[src/rtl/core_demux_1to2_if.sv]
// core_demux_1to2_if
//   Handshake bundle for the 1:2 stream demultiplexer.
//   Source side : i_valid, i_sel, i_data  -> o_ready
//   Sink 0 side : o_valid0, o_data0       <- i_ready0
//   Sink 1 side : o_valid1, o_data1       <- i_ready1
//   Status      : o_count (occupancy), o_cnt0/o_cnt1 (per-sink deliveries)
//   Signal names are taken from the demux's point of view (i_* enter it).
//   modport slave  : the demux itself
//   modport master : the environment (source + both sinks)
interface core_demux_1to2_if #(
  parameter int unsigned DATA_WIDTH = 64,
  parameter int unsigned DEPTH      = 2,
  parameter int unsigned CNT_WIDTH  = 16
);
  logic                       i_valid;
  logic                       i_sel;
  logic [DATA_WIDTH-1:0]      i_data;
  logic                       o_ready;
  logic                       o_valid0;
  logic [DATA_WIDTH-1:0]      o_data0;
  logic                       i_ready0;
  logic                       o_valid1;
  logic [DATA_WIDTH-1:0]      o_data1;
  logic                       i_ready1;
  logic [$clog2(DEPTH):0]     o_count;
  logic [CNT_WIDTH-1:0]       o_cnt0;
  logic [CNT_WIDTH-1:0]       o_cnt1;

  modport slave (
    input  i_valid, i_sel, i_data, i_ready0, i_ready1,
    output o_ready, o_valid0, o_data0, o_valid1, o_data1,
           o_count, o_cnt0, o_cnt1
  );

  modport master (
    output i_valid, i_sel, i_data, i_ready0, i_ready1,
    input  o_ready, o_valid0, o_data0, o_valid1, o_data1,
           o_count, o_cnt0, o_cnt1
  );
endinterface

[src/rtl/core_demux_1to2.sv]
// core_demux_1to2
//   Buffered 1:2 stream demultiplexer. Each accepted transaction carries a
//   select bit that picks sink0 or sink1; transactions leave strictly in
//   order through a DEPTH-entry circular buffer, so a stalled head blocks
//   later entries for either sink. Per-sink delivery counters wrap freely.
//   Ports:
//     i_clk   : clock, rising edge
//     i_rst_n : asynchronous active-low reset
//     bus     : core_demux_1to2_if.slave handshake/status bundle
module core_demux_1to2 #(
  parameter int unsigned DATA_WIDTH = 64,
  parameter int unsigned DEPTH      = 2,
  parameter int unsigned CNT_WIDTH  = 16
) (
  input  logic                  i_clk,
  input  logic                  i_rst_n,
  core_demux_1to2_if.slave      bus
);

  localparam int unsigned PTR_W = $clog2(DEPTH);
  localparam int unsigned OCC_W = PTR_W + 1;
  localparam logic [OCC_W-1:0] DEPTH_C = OCC_W'(DEPTH);

  logic [DATA_WIDTH-1:0] mem_data [DEPTH];
  logic                  mem_sel  [DEPTH];

  logic [PTR_W-1:0]      wr_ptr;
  logic [PTR_W-1:0]      rd_ptr;
  logic [OCC_W-1:0]      count;
  logic [CNT_WIDTH-1:0]  cnt0;
  logic [CNT_WIDTH-1:0]  cnt1;

  logic                  nonempty;
  logic                  head_sel;
  logic [DATA_WIDTH-1:0] head_data;
  logic                  ready;
  logic                  valid0;
  logic                  valid1;
  logic                  push;
  logic                  pop0;
  logic                  pop1;
  logic                  pop;

  // Full/empty come from occupancy, never from pointer equality. Gating
  // with i_rst_n holds o_ready low while reset is asserted even though
  // the occupancy is already zero.
  always_comb begin
    nonempty  = (count != '0);
    head_sel  = mem_sel[rd_ptr];
    head_data = mem_data[rd_ptr];
    ready     = i_rst_n & (count < DEPTH_C);
    valid0    = nonempty & ~head_sel;
    valid1    = nonempty &  head_sel;
    push      = bus.i_valid & ready;
    pop0      = valid0 & bus.i_ready0;
    pop1      = valid1 & bus.i_ready1;
    pop       = pop0 | pop1;
  end

  assign bus.o_ready  = ready;
  assign bus.o_valid0 = valid0;
  assign bus.o_valid1 = valid1;
  assign bus.o_data0  = valid0 ? head_data : '0;
  assign bus.o_data1  = valid1 ? head_data : '0;
  assign bus.o_count  = count;
  assign bus.o_cnt0   = cnt0;
  assign bus.o_cnt1   = cnt1;

  // Payload storage carries no reset.
  always_ff @(posedge i_clk) begin
    if (push) begin
      mem_data[wr_ptr] <= bus.i_data;
      mem_sel[wr_ptr]  <= bus.i_sel;
    end
  end

  always_ff @(posedge i_clk or negedge i_rst_n) begin
    if (!i_rst_n) begin
      wr_ptr <= '0;
      rd_ptr <= '0;
      count  <= '0;
      cnt0   <= '0;
      cnt1   <= '0;
    end else begin
      if (push) wr_ptr <= wr_ptr + 1'b1;
      if (pop)  rd_ptr <= rd_ptr + 1'b1;
      unique case ({push, pop})
        2'b10:   count <= count + 1'b1;
        2'b01:   count <= count - 1'b1;
        default: count <= count;
      endcase
      if (pop0) cnt0 <= cnt0 + 1'b1;
      if (pop1) cnt1 <= cnt1 + 1'b1;
    end
  end

endmodule

[src/flat_wrapper.sv]
// flat-port wrapper written by rule: the top's interface ports become plain ports
module core_demux_1to2_flat 
#(
  parameter int unsigned DATA_WIDTH = 64,
  parameter int unsigned DEPTH      = 2,
  parameter int unsigned CNT_WIDTH  = 16
)
  (i_clk, i_rst_n, bus_i_valid, bus_i_sel, bus_i_data, bus_i_ready0, bus_i_ready1, bus_o_ready, bus_o_valid0, bus_o_data0, bus_o_valid1, bus_o_data1, bus_o_count, bus_o_cnt0, bus_o_cnt1);
  core_demux_1to2_if #(.DATA_WIDTH(DATA_WIDTH), .DEPTH(DEPTH), .CNT_WIDTH(CNT_WIDTH)) bus_i ();
  input  logic i_clk;
  input  logic i_rst_n;
  input wire logic [$bits(bus_i.i_valid)-1:0] bus_i_valid;
  input wire logic [$bits(bus_i.i_sel)-1:0] bus_i_sel;
  input wire logic [$bits(bus_i.i_data)-1:0] bus_i_data;
  input wire logic [$bits(bus_i.i_ready0)-1:0] bus_i_ready0;
  input wire logic [$bits(bus_i.i_ready1)-1:0] bus_i_ready1;
  output wire logic [$bits(bus_i.o_ready)-1:0] bus_o_ready;
  output wire logic [$bits(bus_i.o_valid0)-1:0] bus_o_valid0;
  output wire logic [$bits(bus_i.o_data0)-1:0] bus_o_data0;
  output wire logic [$bits(bus_i.o_valid1)-1:0] bus_o_valid1;
  output wire logic [$bits(bus_i.o_data1)-1:0] bus_o_data1;
  output wire logic [$bits(bus_i.o_count)-1:0] bus_o_count;
  output wire logic [$bits(bus_i.o_cnt0)-1:0] bus_o_cnt0;
  output wire logic [$bits(bus_i.o_cnt1)-1:0] bus_o_cnt1;
  assign bus_i.i_valid = bus_i_valid;
  assign bus_i.i_sel = bus_i_sel;
  assign bus_i.i_data = bus_i_data;
  assign bus_i.i_ready0 = bus_i_ready0;
  assign bus_i.i_ready1 = bus_i_ready1;
  assign bus_o_ready = bus_i.o_ready;
  assign bus_o_valid0 = bus_i.o_valid0;
  assign bus_o_data0 = bus_i.o_data0;
  assign bus_o_valid1 = bus_i.o_valid1;
  assign bus_o_data1 = bus_i.o_data1;
  assign bus_o_count = bus_i.o_count;
  assign bus_o_cnt0 = bus_i.o_cnt0;
  assign bus_o_cnt1 = bus_i.o_cnt1;
  core_demux_1to2 #(.DATA_WIDTH(DATA_WIDTH), .DEPTH(DEPTH), .CNT_WIDTH(CNT_WIDTH)) u_core (.i_clk(i_clk), .i_rst_n(i_rst_n), .bus(bus_i));
endmodule
[config.mk]
export PLATFORM = sky130hd
export DESIGN_NAME = core_demux_1to2_flat
export DESIGN_NICKNAME = d
export VERILOG_FILES = /design/src/rtl/core_demux_1to2_if.sv /design/src/rtl/core_demux_1to2.sv /design/src/flat_wrapper.sv
export SDC_FILE = /design/constraint.sdc
export NUM_CORES = 1
export LEC_CHECK = 0
export CELL_PAD_IN_SITES_DETAIL_PLACEMENT = 0
export CELL_PAD_IN_SITES_GLOBAL_PLACEMENT = 1
export CORE_ASPECT_RATIO = 0.8
export CORE_MARGIN = 3
export CORE_UTILIZATION = 50
export CTS_BUF_LIST = sky130_fd_sc_hd__clkbuf_4 sky130_fd_sc_hd__clkbuf_8
export CTS_CLUSTER_SIZE = 28
export DETAILED_ROUTE_END_ITERATION = 10
export DONT_BUFFER_PORTS = 1
export PLACE_DENSITY = 0.8
export SYNTH_ARGS = -nofsm -noshare
export SYNTH_HDL_FRONTEND = slang
export SYNTH_SLANG_ARGS = --single-unit
export TNS_END_PERCENT = 5
[constraint.sdc]
create_clock -name i_clk -period 4.3 [get_ports i_clk]
set_clock_uncertainty 0.05 [all_clocks]
set_input_delay 1.075 -clock i_clk [delete_from_list [all_inputs] [get_ports i_clk]]
set_output_delay 1.075 -clock i_clk [all_outputs]
set_load 0.05 [all_outputs]
==> flow_summary.json <==
{
  "floorplan.die_area_um2": 15200,
  "run_status": "finished clean",
  "detailed_route_vias_per_instance": 5.16,
  "die_w_um": 137,
  "cts_tree": "yes",
  "finalHoldViolations": 0,
  "route.vias.total": 4126,
  "timing.setup.critical_path_class": "flop to primary output",
  "floorplan.io_pins": 235,
  "setup.reg_to_reg.worst_slack_ps": 1230,
  "mostFrequentLayoutCell": "nor2_1",
  "ctsHoldBuffers": 0,
  "num_antenna_cells": 0,
  "final.min_clock_period_ps": 3880,
  "arrival_ps": 2760,
  "drt_iter0_drcs": 284,
  "final_cell_count_no_fill": 799,
  "worst-path-max-fanout": 42,
  "hpwl_um": 10400,
  "max_slew_margin": 0.398,
  "synth_to_layout_area_growth_pct": 21.0,
  "timing.final.crit_share": 0.903,
  "leading_cell_types_in_the_layout_fill_and_taps_excluded": "nor2_1, edfxtp_1, buf_4",
  "clkTransAtPathRegs_ps": 90,
  "setup_repair_after_global_routing_missed_its_margin": "no",
  "sequential_cell_area_um2": 4810,
  "worst_path_largest_cell_delay_ps": 750,
  "clock.fmax_mhz": 257,
  "final_max_slew_viol_count": 0,
  "final_gp_congestion": 0.785,
  "hold_class": "input port to async pin",
  "worst_path_max_delay_cell": "o21ai_4",
  "finalPower_mw": 7.13,
  "cpLargestDelayFamily": "compound AO/OA/AOI/OAI gates",
  "fill_cells": 967,
  "cellLeakagePower_nw": 3.41,
  "global_route.peak_usage_layer": "met2",
  "worst_slew_pin_slew_ps": 900,
  "power.density_nw_per_um2": 860,
  "worstSkewPairLatency_ps": 450,
  "die_height_um": 111,
  "worstPathRequired_ps": 3170,
  "path_cells": "o21ai_4 > buf_4 > nor2_1 > buf_4",
  "placement_rows": 37,
  "fp.coreArea_um2": 13100,
  "clock_buffers_created_by_tritoncts": 17,
  "met2_usage": 0.329,
  "cp_num_buf_inv": 2,
  "start_kind": "flop",
  "grt_util_all_layers": 0.197,
  "grt_max_degree": 50,
  "multi_input_logic_area_um2": 1920,
  "maxCapViolations": 0,
  "ys_types": 32,
  "setup.worst_path.end_class": "primary output",
  "syn_nets": 574,
  "crit_path_frequent_cell": "buf_4",
  "netlist_instances": 501,
  "first_global_vias": 4249,
  "post-route-drc-count": 0,
  "grtUsageMet3": 0.0817,
  "cts.sink_count": 166,
  "post-cts-setup-buffer-count": 0,
  "first_pass_iters": 4,
  "syn-mean-instance-area_um2": 13.7,
  "start_util": 0.521,
  "cts_root_buf": "clkbuf_8",
  "holdWs_ps": 253,
  "wire_length_of_the_first_global_routing_pass_um": 22700,
  "grt_overflow_total": 0,
  "placement.io_buffers": 0,
  "final_number_of_setup_violating_endpoints": 0,
  "cts_resized": 0,
  "clock_path_buffers": 2,
  "routed_wl_um": 14600,
  "share_of_post_route_cells_with_drive_strength_above_1": 0.261,
  "postSynthRegisterBits": 166,
  "routedWlPerCell_um": 18.3,
  "sum_neg_setup_slack_ps": 0,
  "met1_usage": 0.229,
  "vdd_drop_max_mv": 0.669,
  "final_antenna_net_count": 0,
  "synth.yosys.seq_area_share": 0.701,
  "initial_antenna_violation_count": 0,
  "synth.yosys.warnings": 0,
  "cts_max_level": 4,
  "final_nets": 684,
  "dp_cells": 767,
  "synth.cell_area_um2": 6860
}
==> final cells by class <==
class / count / share of cell area
flip-flops and latches: 166 / 0.579
multi-input cells: 297 / 0.232
repair buffers: 117 / 0.109
clock buffers: 18 / 0.0291
well taps: 175 / 0.0264
clock inverters: 14 / 0.0191
inverters: 12 / 0.00543
==> cell usage after synthesis (all sizes together) <==
| cell type | n | area, um^2 |
|---|---|---|
| dfrtp | 36 | 901 |
| or3 | 1 | 6.26 |
| mux2i | 65 | 651 |
| nand4 | 1 | 6.26 |
| and4 | 4 | 35.0 |
| xnor2 | 15 | 131 |
| ha | 3 | 37.5 |
| nor3 | 11 | 75.1 |
| nand3 | 7 | 35.0 |
| a22o | 1 | 8.76 |
| edfxtp | 130 | 3900 |
| nor4 | 7 | 65.1 |
| and3 | 1 | 6.26 |
| nor2b | 1 | 6.26 |
| buf | 12 | 62.6 |
| mux2 | 3 | 37.5 |
| clkbuf | 14 | 52.6 |
| nand2 | 14 | 52.6 |
| xor2 | 20 | 175 |
| o211a | 1 | 10.0 |
| inv | 12 | 45.0 |
| o21ai | 2 | 10.0 |
| or4b | 2 | 23.8 |
| nor2 | 138 | 518 |
==> per-stage QoR <==
step                worst slack, ps  utilization  cell area, um^2
global placement                996        0.601             7900
detailed placement              890        0.601             7900
global route                    207        0.631             8300
finish                          415        0.631             8300
CTS                             382        0.631             8300
floorplan                       265            -             6860
==> worst register-to-register path: stages (launching register included) <==
cell	delay, ps
dfrtp_1	690
o21ai_4	750
inv_1	480
a22o_1	390
ha_1	220
xnor2_1	120
nor2_1	140
xor2_1	160
==> final timing paths <==
check                                        end  depth (start not counted)                   from
hold / removal             u_core.bus.o_cnt0[13]                          0                i_rst_n
min in group i_clk                 u_core.wr_ptr                          1          u_core.wr_ptr
max in group asynchronous          u_core.rd_ptr                          0                i_rst_n
hold reg to reg                    u_core.wr_ptr                          1          u_core.wr_ptr
setup / recovery                 bus_o_data0[37]                          4  u_core.bus.o_count[0]
setup reg to reg           u_core.bus.o_count[1]                          7  u_core.bus.o_count[0]
==> cells by family after synthesis <==
logic type,share of synthesized area
and+or+nand+nor,0.121
muxes,0.100
xor gates and xnor gates,0.0447
DFF,0.701
AOI/OAI and AO/OA,0.00420
adders and majority gates,0.00548
buffers and inverters,0.0234
==> power breakdown <==
group	internal, mW	leakage (nW)	switching, mW	total, mW
Combinational	0.946	1.60	2.60	3.55
Sequential	1.96	1.61	0.504	2.46
Clock	0.575	0.199	0.547	1.12
Total	3.48	3.41	3.65	7.13
==> state kept, by name, indices dropped and copies added, names as in the netlist <==
signal,count
u_core.mem_data,128
u_core.bus.o_cnt1,16
u_core.bus.o_count,2
u_core.rd_ptr,1
u_core.mem_sel,2
u_core.wr_ptr,1
u_core.bus.o_cnt0,16
==> per-layer routing <==
metal,up-vias,routed length (um)
met4,0,235
met1,1972,5610
met3,19,1420
li1,1966,-
met5,-,0
met2,169,7350
(Power assumes the default switching activity.)
